## config.mk

```make
export PLATFORM = sky130hd
export DESIGN_NAME = micro_sequencer
export DESIGN_NICKNAME = d
export VERILOG_FILES = /design/src/rtl/cpu_micro_pkg.sv /design/src/rtl/micro_next_addr.sv /design/src/rtl/micro_sequencer.sv
export SDC_FILE = /design/constraint.sdc
export NUM_CORES = 1
export LEC_CHECK = 0
export CAP_MARGIN = 40
export CORE_MARGIN = 2
export CORE_UTILIZATION = 35
export DETAILED_ROUTE_END_ITERATION = 6
export GPL_ROUTABILITY_DRIVEN = 0
export GPL_TIMING_DRIVEN = 0
export HOLD_SLACK_MARGIN = 0.06
export PLACE_DENSITY = 0.72
export SLEW_MARGIN = 30
export SYNTH_ARGS = -nofsm -noshare
export SYNTH_HDL_FRONTEND = slang
export SYNTH_SLANG_ARGS = --single-unit
```

## constraint.sdc

```tcl
create_clock -name clk -period 3.79 [get_ports clk]
set_input_delay 0.379 -clock clk [delete_from_list [all_inputs] [get_ports clk]]
set_output_delay 0.379 -clock clk [all_outputs]
set_load 0.02 [all_outputs]
```

## src/rtl/cpu_micro_pkg.sv

```systemverilog
// Shared definitions for the microprogram sequencer: microinstruction field
// positions, branch-select encodings, FSM state type and default vectors.
package cpu_micro_pkg;

    localparam int DEF_AW    = 6;
    localparam int DEF_CW    = 20;
    localparam int NEXT_LSB  = 0;
    localparam int NEXT_MSB  = NEXT_LSB + DEF_AW - 1;
    localparam int CTRL_LSB  = DEF_AW;
    localparam int BS_LSB    = CTRL_LSB;

    localparam logic [1:0] BS_SEQ  = 2'b00;
    localparam logic [1:0] BS_DISP = 2'b01;
    localparam logic [1:0] BS_COND = 2'b10;
    localparam logic [1:0] BS_IRQ  = 2'b11;

    localparam logic [DEF_AW-1:0] DEF_IRQ_VEC   = 6'd48;
    localparam logic [DEF_AW-1:0] DEF_HALT_ADDR = 6'd63;

    typedef enum logic [2:0] {
        ST_IDLE,
        ST_FETCH,
        ST_EXEC,
        ST_HOLD,
        ST_HALT
    } seq_state_e;

endpackage

```

## src/rtl/micro_next_addr.sv

```systemverilog
// Combinational next-micro-address selection from the next-address field,
// branch select, dispatch opcode, zero flag and interrupt request.
module micro_next_addr
    import cpu_micro_pkg::*;
#(
    parameter int               AW      = DEF_AW,
    parameter logic [AW-1:0]    IRQ_VEC = DEF_IRQ_VEC
) (
    input  logic [AW-1:0] next_addr,
    input  logic [1:0]    bs,
    input  logic [3:0]    ir_op,
    input  logic          flag_z,
    input  logic          irq,
    output logic [AW-1:0] nxt
);

    always_comb begin
        nxt = next_addr;
        case (bs)
            BS_SEQ:  nxt = next_addr;
            BS_DISP: nxt = {next_addr[AW-1:4], ir_op};
            // Zero flag only forces bit 0, so odd targets are unconditional.
            BS_COND: nxt = {next_addr[AW-1:1], next_addr[0] | flag_z};
            BS_IRQ:  nxt = irq ? IRQ_VEC : next_addr;
            default: nxt = next_addr;
        endcase
    end

endmodule

```

## src/rtl/micro_sequencer.sv

```systemverilog
// Microprogram sequencer: drives the registered micro-ROM address, gates the
// control field to the datapath and counts retired microinstructions.
//
// state | meaning
// IDLE  | stopped, micro_addr parked at 0
// FETCH | ROM registering the word at micro_addr
// EXEC  | control word presented; commits when not stalled
// HOLD  | single-step pause waiting for step
// HALT  | reached HALT_ADDR, sticky until reset
module micro_sequencer
    import cpu_micro_pkg::*;
#(
    parameter int               AW        = DEF_AW,
    parameter int               CW        = DEF_CW,
    parameter logic [AW-1:0]    IRQ_VEC   = DEF_IRQ_VEC,
    parameter logic [AW-1:0]    HALT_ADDR = DEF_HALT_ADDR,
    parameter int               CNT_W     = 16
) (
    input  logic                clk,
    input  logic                rst,
    input  logic                run,
    input  logic                single_mode,
    input  logic                step,
    input  logic                stall,
    input  logic [3:0]          ir_op,
    input  logic                flag_z,
    input  logic                irq,
    input  logic [CW+AW-1:0]    micro_op,
    output logic [AW-1:0]       micro_addr,
    output logic [CW-1:0]       ctrl,
    output logic                ctrl_valid,
    output logic                halted,
    output logic [CNT_W-1:0]    uop_cnt
);

    seq_state_e         state_q, state_d;
    logic [AW-1:0]      addr_q, addr_d;
    logic [CNT_W-1:0]   cnt_q, cnt_d;
    logic [AW-1:0]      next_addr;
    logic [1:0]         bs;
    logic [AW-1:0]      nxt;
    logic               exec;

    assign next_addr = micro_op[NEXT_MSB:NEXT_LSB];
    assign bs        = micro_op[BS_LSB +: 2];

    micro_next_addr #(
        .AW      (AW),
        .IRQ_VEC (IRQ_VEC)
    ) u_next_addr (
        .next_addr (next_addr),
        .bs        (bs),
        .ir_op     (ir_op),
        .flag_z    (flag_z),
        .irq       (irq),
        .nxt       (nxt)
    );

    assign exec       = (state_q == ST_EXEC);
    assign ctrl       = exec ? micro_op[CTRL_LSB +: CW] : '0;
    assign ctrl_valid = exec && !stall;
    assign halted     = (state_q == ST_HALT);
    assign micro_addr = addr_q;
    assign uop_cnt    = cnt_q;

    always_comb begin
        state_d = state_q;
        addr_d  = addr_q;
        case (state_q)
            ST_IDLE: begin
                addr_d = '0;
                if (run) state_d = ST_FETCH;
            end
            ST_FETCH: begin
                state_d = ST_EXEC;
            end
            ST_EXEC: begin
                // The word in flight always completes, even if run has dropped.
                if (!stall) begin
                    addr_d = nxt;
                    if (nxt == HALT_ADDR) begin
                        state_d = ST_HALT;
                    end else if (!run) begin
                        state_d = ST_IDLE;
                        addr_d  = '0;
                    end else if (single_mode) begin
                        state_d = ST_HOLD;
                    end else begin
                        state_d = ST_FETCH;
                    end
                end
            end
            ST_HOLD: begin
                if (!run) begin
                    state_d = ST_IDLE;
                    addr_d  = '0;
                end else if (step || !single_mode) begin
                    state_d = ST_FETCH;
                end
            end
            ST_HALT: begin
                addr_d = HALT_ADDR;
            end
            default: begin
                state_d = ST_IDLE;
                addr_d  = '0;
            end
        endcase
    end

    always_comb begin
        cnt_d = cnt_q;
        if (ctrl_valid && (cnt_q != '1)) cnt_d = cnt_q + 1'b1;
    end

    always_ff @(posedge clk or posedge rst) begin
        if (rst) begin
            state_q <= ST_IDLE;
            addr_q  <= '0;
            cnt_q   <= '0;
        end else begin
            state_q <= state_d;
            addr_q  <= addr_d;
            cnt_q   <= cnt_d;
        end
    end

endmodule
```

# Word-level counts from Yosys, hierarchy flattened
# Cells that the tools add are included.
# totals
register_bits	25
in_bits	38
output_inout_bits	44
wordCells	45
# op_classes
add_sub_neg	1
eq_ne	13
n_mux	16
n_bitwise	3
n_reduce_logical	9
# ops
cell	n
$pmux W6 S4	2
$mux W6	5
$mux W20	1
$add A16 B1 Y16 const B	1
$ne A16 B16 Y1 const B	1
$mux W3	5
$pmux W3 S5	1
$eq A3 B2 Y1 const B	2
$eq A6 B6 Y1 const B	1
$ne A2 B2 Y1 const B	3
$eq A2 B2 Y1 const B	2
$mux W2	2
$reduce_and A4 Y1	1
$eq A3 B1 Y1 const B	1
$eq A3 B3 Y1 const B	1
$logic_not A3 Y1	1
$ne A3 B3 Y1 const B	1
$reduce_and A3 Y1	1
$eq A2 B1 Y1 const B	1
$logic_and A1 B1 Y1	2
$logic_not A1 Y1	2
$logic_not A2 Y1	1
$not A1 Y1	2
$logic_or A1 B1 Y1	1
$or A1 B1 Y1	1

# Depth between registers and ports, before layout
# Gate-level depths: netlist (run 1).
# depth
ltp_word	6
mapped_depth	8
ltp_nobuf	7

# Hierarchy
# From an unflattened synthesis (run 1), not the netlist that was laid out.
# unflattened
cells_unflattened	162
area_unflattened_um2	1547.7
# by_module_without_submodules
mod	instances	cells_each	area_each_um2	seq_area_each_um2
micro_sequencer	1	149	1456.4	625.6
micro_next_addr	1	13	91.3	0.0

# Least setup slack after synthesis (run 1)
# OpenSTA, ideal clock, no wires.
# synth_timing
path_kind	reg-to-reg
from	register cnt_q[0] (netlist: uop_cnt[0])
to	register cnt_q[1] (netlist: uop_cnt[1])
setup_time_ns	0.128
arrival_time_ns	1.911
t_required_ns	3.662
path_slack_ns	1.751
stages_incl_launch_ff	7
n_path_buf	0
synth_period_minus_slack_ns	2.039
cell_sequence	dfrtp_1 ha_1 nand2_1 or3_1 nor2_4 a31oi_1 mux2_1
# synth_via
elab_chain_cells	2
word_cells_on_any_way	3
classes_between	add/sub (1); eq/ne (1); reduce/logical (1)
# synth_rtl
item	line	rtl
start: declaration	micro_sequencer.sv:38	logic [CNT_W-1:0] cnt_q, cnt_d;
start signal: assignment	micro_sequencer.sv:124	cnt_q <= cnt_d;
parallel branches: the longest is 2 deep, another holds $add A16 B1 Y16	n/a	
# Several ways; the timed one is not identified.
# A chain may end at the register's enable or synchronous reset.

# Worst setup path in the final report (run 1)
# layout_timing
from	register state_q[0]
to	output port ctrl[17]
# layout_via
elab_chain_cells	2
# layout_rtl
item	line	rtl
start: declaration	micro_sequencer.sv:36	seq_state_e state_q, state_d;
start signal: assignment	micro_sequencer.sv:122	state_q <= state_d;
$eq A3 B2 Y1	micro_sequencer.sv:59	assign exec = (state_q == ST_EXEC);
$mux W20	micro_sequencer.sv:60	assign ctrl = exec ? micro_op[CTRL_LSB +: CW] : '0;
end: declaration	micro_sequencer.sv:30	output logic [CW-1:0] ctrl,
# Every way passes these cells.

==> impl_results.md, run 1 <==
- Post-synth EDFFs: 0
- Status: finished clean
- Vias per cell: 5.21
- CP Capture Type: output pin
- Root Driver: clkbuf_8
- DR WL/cell: 13.1 µm
- R2r worst-path depth: 6
- Critical Path Source Type: flip-flop
- Period utilization: 75.3%
- Mean area per synthesized cell: 9.15 µm²
- CTS clk-pin slew, worst paths: 90 ps
- Rows: 24
- Post-Place Cells: 311
- Commonest non-fill, non-tap cells in the layout: clkdlybuf4s50_1, dfrtp_1, and2_1
- Num CTS Buffers: 3
- Slew margin rel.: 64.3%
- Setup TNS: 0 ps
- Worst Setup Path Type: flip-flop to output pin
- Crit path max fanout: 10
- GR Overflow Total: 0
- CTS tree: yes
- Worst r2r src: uop_cnt[0]
- Yosys cell types: 46
- Cts-stage hold buffer count: 0
- Resized Gates After CTS: 0
- Critical Path RT: 3410 ps
- Post-synthesis cell count: 178
- Predominant post-synthesis flop cell: dfrtp_1
- Final hold violation count: 0
- Area of the mapped netlist: 0.00163 mm²
- Fin area: 0.00256 mm²
- Reg2reg setup slack: 1670 ps
- Core ar.: 0.00441 mm²
- Postcts setup bufs: 0
- DR iter-0 viols: 54
- Drt pass-1 iters: 4
- Crit path arrival time: 2480 ps
- HP Class: primary input to async pin
- Sequential area share after synthesis: 38.4%
- Drc violations: 0
- Worst skew pair latency: 260 ps
- Worst Hold Slack: 443 ps
- MaxCap Viol Count: 0
- Clock buffer depth: 2
- Initial antenna violation count: 0
- Vias post-DR: 1641
- Worst Max-Slew Pin Slew: 535 ps
- # setup viols final: 0
- Initial Util: 36.9%
- Ys Warns: 0
- Layout Skew: 2.14 ps
- Most common cell after layout, fill and taps aside: clkdlybuf4s50_1
- Largest net degree at the start of global routing: 15
- Vias in the first global route: 1540
- Global router's overall resource usage: 16.5%
- Dpl cell area: 0.00251 mm²
- Area grow syn2layout: 56.9%
- H-tree levels: 1
- Non-filler cells, final: 315
- WL final: 4140 µm
- Dpl hpwl: 3400 µm
- N_diodes: 0
- Mapped Nets: 217
- Detail Route Antenna Nets: 0
- Die area: 0.00522 mm²
- Port Buffer Count: 80
- Slew Viols, Final: 0
- DIE HEIGHT: 72.2 µm
- Leak: 1.08 nW
- Total power: 0.000487 W
- RSZ-0062 raised after global routing: no
- # IOs: 82
- P per Cell Area: 191 mW/mm²
- Fin crit period: 2850 ps
- Peak supply drop: 0.000142 V
- Nets: 303
- Die W: 72.2 µm
- FF-to-FF End: uop_cnt[1]
- Sink Count: 25
- #FFs+latches synth: 25
- FMAX: 350 MHz
- Share of layout cells above drive strength 1: 5.32%
- First-pass GRT wire length: 6930 µm
- Post-synth ARST share: 100%
## cell families after synthesis
group,synth area share [%]
simple gates,31.5
buf+inv,2.15
fa+ha+maj,0.768
xor+xnor,7.53
mux,1.38
flops,38.4
compound gates,18.3
## worst max-delay path, stage by stage, from the launching register on
cell,delay (ps)
dfrtp_1,360
buf_2,160
nor3b_1,340
clkbuf_1,290
clkbuf_1,280
and2_1,170
clkdlybuf4s50_1,610
## where the power goes
| group | switching [W] | internal, W |
|---|---|---|
| registers | 0 | 0.000266 |
| logic | 0.0000236 | 0.0000401 |
| clock network | 0.0000836 | 0.0000735 |
| total | 0.000107 | 0.000380 |
## through the flow
stage	util [%]	setup WS (ps)
final	57.9	935
after global routing	57.9	705
after CTS	57.9	900
after detailed placement	56.9	1190
after global placement	56.5	1200
after floorplan	-	1750
## sequential cells by signal, indices dropped and copies added (netlist names)
name / count
micro_addr: 6
uop_cnt: 16
state_q: 3
## Yosys cell counts (all sizes together), types with 4 or more instances
cell,n,share of area [%]
a21oi,10,3.1
and2,22,8.4
clkbuf,4,0.92
dfrtp,25,38
nand2,15,3.6
nand3,7,2.2
nor2,7,2.1
nor2b,6,2.3
nor3,8,3.1
o21ai,10,3.1
xnor2,4,2.2
xor2,10,5.4
## area by class of cell
cell class / instances / area, µm²
clock inverters: 1 / 5.00
repair buffers: 81 / 816
multi-input cells: 144 / 968
fillers: 403 / 1860
plain buffers: 5 / 20.0
inverters: 4 / 15.0
flip-flops and latches: 25 / 626
clock buffers: 3 / 41.3
well taps: 52 / 65.1
## worst max-delay path by stage
stage / to / start / slack, ps / cells past startpoint
4_1_cts: ctrl[9] / state_q[0] / 900 / 6
5_1_grt: ctrl[9] / state_q[0] / 700 / 6
2_1_floorplan: uop_cnt[1] / uop_cnt[0] / 1750 / 6
6_report: ctrl[17] / state_q[0] / 940 / 6
3_3_place_gp: ctrl[9] / state_q[0] / 1200 / 6
3_5_place_dp: ctrl[17] / state_q[0] / 1190 / 6
## metal layers
metal / global-route usage, % / share of wire [%] / up-vias
met5: 0 / 0 / -
met3: 5.00 / 9.8 / 4
li1: - / - / 822
met2: 25.9 / 45 / 72
met1: 21.8 / 45 / 743
met4: 5.45 / 1.0 / 0
Power figures use the tool's default switching activity.
==> inputs of run 2 (changes only) <==
--- a/config.mk
+++ b/config.mk
@@ -12,7 +12,7 @@
 export GPL_ROUTABILITY_DRIVEN = 0
 export GPL_TIMING_DRIVEN = 0
 export HOLD_SLACK_MARGIN = 0.06
-export PLACE_DENSITY = 0.72
+export PLACE_DENSITY = 0.74
 export SLEW_MARGIN = 30
 export SYNTH_ARGS = -nofsm -noshare
 export SYNTH_HDL_FRONTEND = slang
==> constraint.sdc (replaced) <==
create_clock -name clk -period 2.55 [get_ports clk]
set_input_delay 0.255 -clock clk [delete_from_list [all_inputs] [get_ports clk]]
set_output_delay 0.255 -clock clk [all_outputs]
set_load 0.02 [all_outputs]
==> run 2 against run 1 <==
  * Clock power grew 50%
  * Non-clock buffer count fell by 1
  * Critical path depth down 1
  * Largest cell class unchanged
==> impl_results.md, run 2 (synthesized netlist as in run 1, its figures left out) <==
- Status: finished clean
- Die area: 0.00522 mm² (unchanged)
- DIE HEIGHT: 72.2 µm (unchanged)
- # IOs: 82 (unchanged)
- Final hold violation count: 0 (unchanged)
- DR WL/cell: 13.5 µm (+2.8%)
- Critical Path Source Type: flip-flop
- Die W: 72.2 µm (unchanged)
- Setup crit start: state_q[0]
- Core ar.: 0.00441 mm² (unchanged)
- Worst r2r src: uop_cnt[0]
- Slew margin rel.: 61.0% (-3.3 points)
- Worst skew pair latency: 270 ps (about the same)
- N_diodes: 0 (unchanged)
- Initial antenna violation count: 0 (unchanged)
- WL final: 4240 µm (+2.5%)
- Initial Util: 36.9% (unchanged)
- Global router's overall resource usage: 16.8% (+0.25 points)
- Sink Count: 25 (unchanged)
- Largest net degree at the start of global routing: 20 (+5)
- MaxCap Viol Count: 0 (unchanged)
- Fill cell count: 391 (-3.0%)
- Area grow syn2layout: 57.1%
- Crit path max fanout: 19 (+9)
- Met3 Routed Length: 407 µm (+0.74%)
- Fin crit period: 2320 ps
- Vias per cell: 5.24 (+0.62%)
- FMAX: 431 MHz
- Worst Setup Path Type: flip-flop to output pin
- Layout Skew: 5.76 ps (+3.62 ps)
- GR Overflow Total: 0 (unchanged)
- Drt pass-1 iters: 4 (unchanged)
- P per Cell Area: 284 mW/mm² (+49%)
- Setup TNS: 0 ps (unchanged)
- Resized Gates After CTS: 2 (+2)
- Vias in the first global route: 1575 (+2.3%)
- Worst Max-Slew Pin Slew: 585 ps (+49.8 ps)
- Most common cell after layout, fill and taps aside: clkdlybuf4s50_1
- CTS tree: yes
- Leak: 1.08 nW (about the same)
- Port Buffer Count: 80 (unchanged)
- # setup viols final: 0 (unchanged)
- Slew Viols, Final: 0 (unchanged)
- Dpl hpwl: 3520 µm (+3.3%)
- Met2 WL post-DR: 2010 µm (+8.8%)
- Crit path arrival time: 2070 ps (-410 ps)
- Slowest cell on crit path: clkdlybuf4s50_1
- DR iter-0 viols: 67 (+24%)
- Finished Core Util: 58.0% (+0.085 points)
- RSZ-0062 raised after global routing: no
- Nets: 302 (-0.33%)
- Num CTS Buffers: 3 (unchanged)
- Cts-stage hold buffer count: 0 (unchanged)
- HP Class: primary input to async pin
- Peak supply drop: 0.000182 V (+29%)
- Max reg flops: 16 (unchanged)
- Commonest non-fill, non-tap cells in the layout: clkdlybuf4s50_1, dfrtp_1, and2_1
- Vias post-DR: 1646 (+0.30%)
- Clock buffer depth: 2 (unchanged)
- Uppermost layer routed: met4
- FF/Latch Area: 626 µm² (unchanged)
- Share of layout cells above drive strength 1: 5.73% (+0.40 points)
- Area occupied by multi-input gates: 973 µm² (+0.52%)
- Critical Path RT: 2300 ps (-1110 ps)
- Postcts setup bufs: 0 (unchanged)
- Drc violations: 0 (unchanged)
- Worst path max stage delay: 600 ps (about the same)
- WL met1: 1810 µm (-1.8%)
- Critical path, cell by cell: buf_2, nor3b_2, clkbuf_4, and2_1, clkdlybuf4s50_1
- First-pass GRT wire length: 7090 µm (+2.4%)
- H-tree levels: 1 (unchanged)
- Period utilization: 91.0%
- Rows: 24 (unchanged)
- CP Capture Type: output pin
- CTS clk-pin slew, worst paths: 90 ps (about the same)
- Detail Route Antenna Nets: 0 (unchanged)
- Root Driver: clkbuf_8
-- run 2: worst max-delay path, delay by kind of cell (launching register included) --
kind / cells / cell delay, ps
flip-flops: 1 / 360
buffers and inverters: 3 / 1020
AND/OR/NAND/NOR: 2 / 410
-- run 2: where the power goes --
group	switching [W]	internal (W)
Clock	0.000124	0.000112
Sequential	0	0.000396
Combinational	0.0000358	0.0000597
Total	0.000160	0.000567
-- run 2: path summary, 6_finish.rpt --
path / cells after the start / slack, ps / to
worst max-delay path: 5 / 230 / ctrl[4]
worst min-delay path: 2 / 340 / uop_cnt[3]
worst max register to register: 6 / 440 / uop_cnt[1]
worst min register to register: 1 / 490 / uop_cnt[14]
max in group asynchronous: 3 / 1730 / uop_cnt[8]
min in group clk: 2 / 380 / state_q[0]
-- run 2: layout make-up --
class	instances	area share, %
flip-flops and latches	25	24.4
multi-input cells	144	38.0
repair buffers	81	31.9
clock buffers	4	1.76
plain buffers	4	0.782
well taps	52	2.54
inverters	4	0.587
-- run 2: layer usage --
metal  vias up  track usage [%]
met1       755             21.6
met3         2             5.00
met4         0             3.14
met5         -                0
li1        810                -
met2        79             28.0
-- run 2: through the flow --
stage | cells | setup slack (ps) | hold WS (ps) | total power (W) | cell area [µm²]
5_1_grt | 314 | 42.5 | 403 | 0.000758 | 2560
2_1_floorplan | 178 | 511 | 282 | 0.000432 | 1630
6_report | 314 | 229 | 341 | 0.000727 | 2560
4_1_cts | 314 | 133 | 366 | 0.000737 | 2560
3_3_place_gp | 310 | 54.3 | 476 | 0.000497 | 2490
3_5_place_dp | 311 | 66.5 | 485 | 0.000500 | 2510
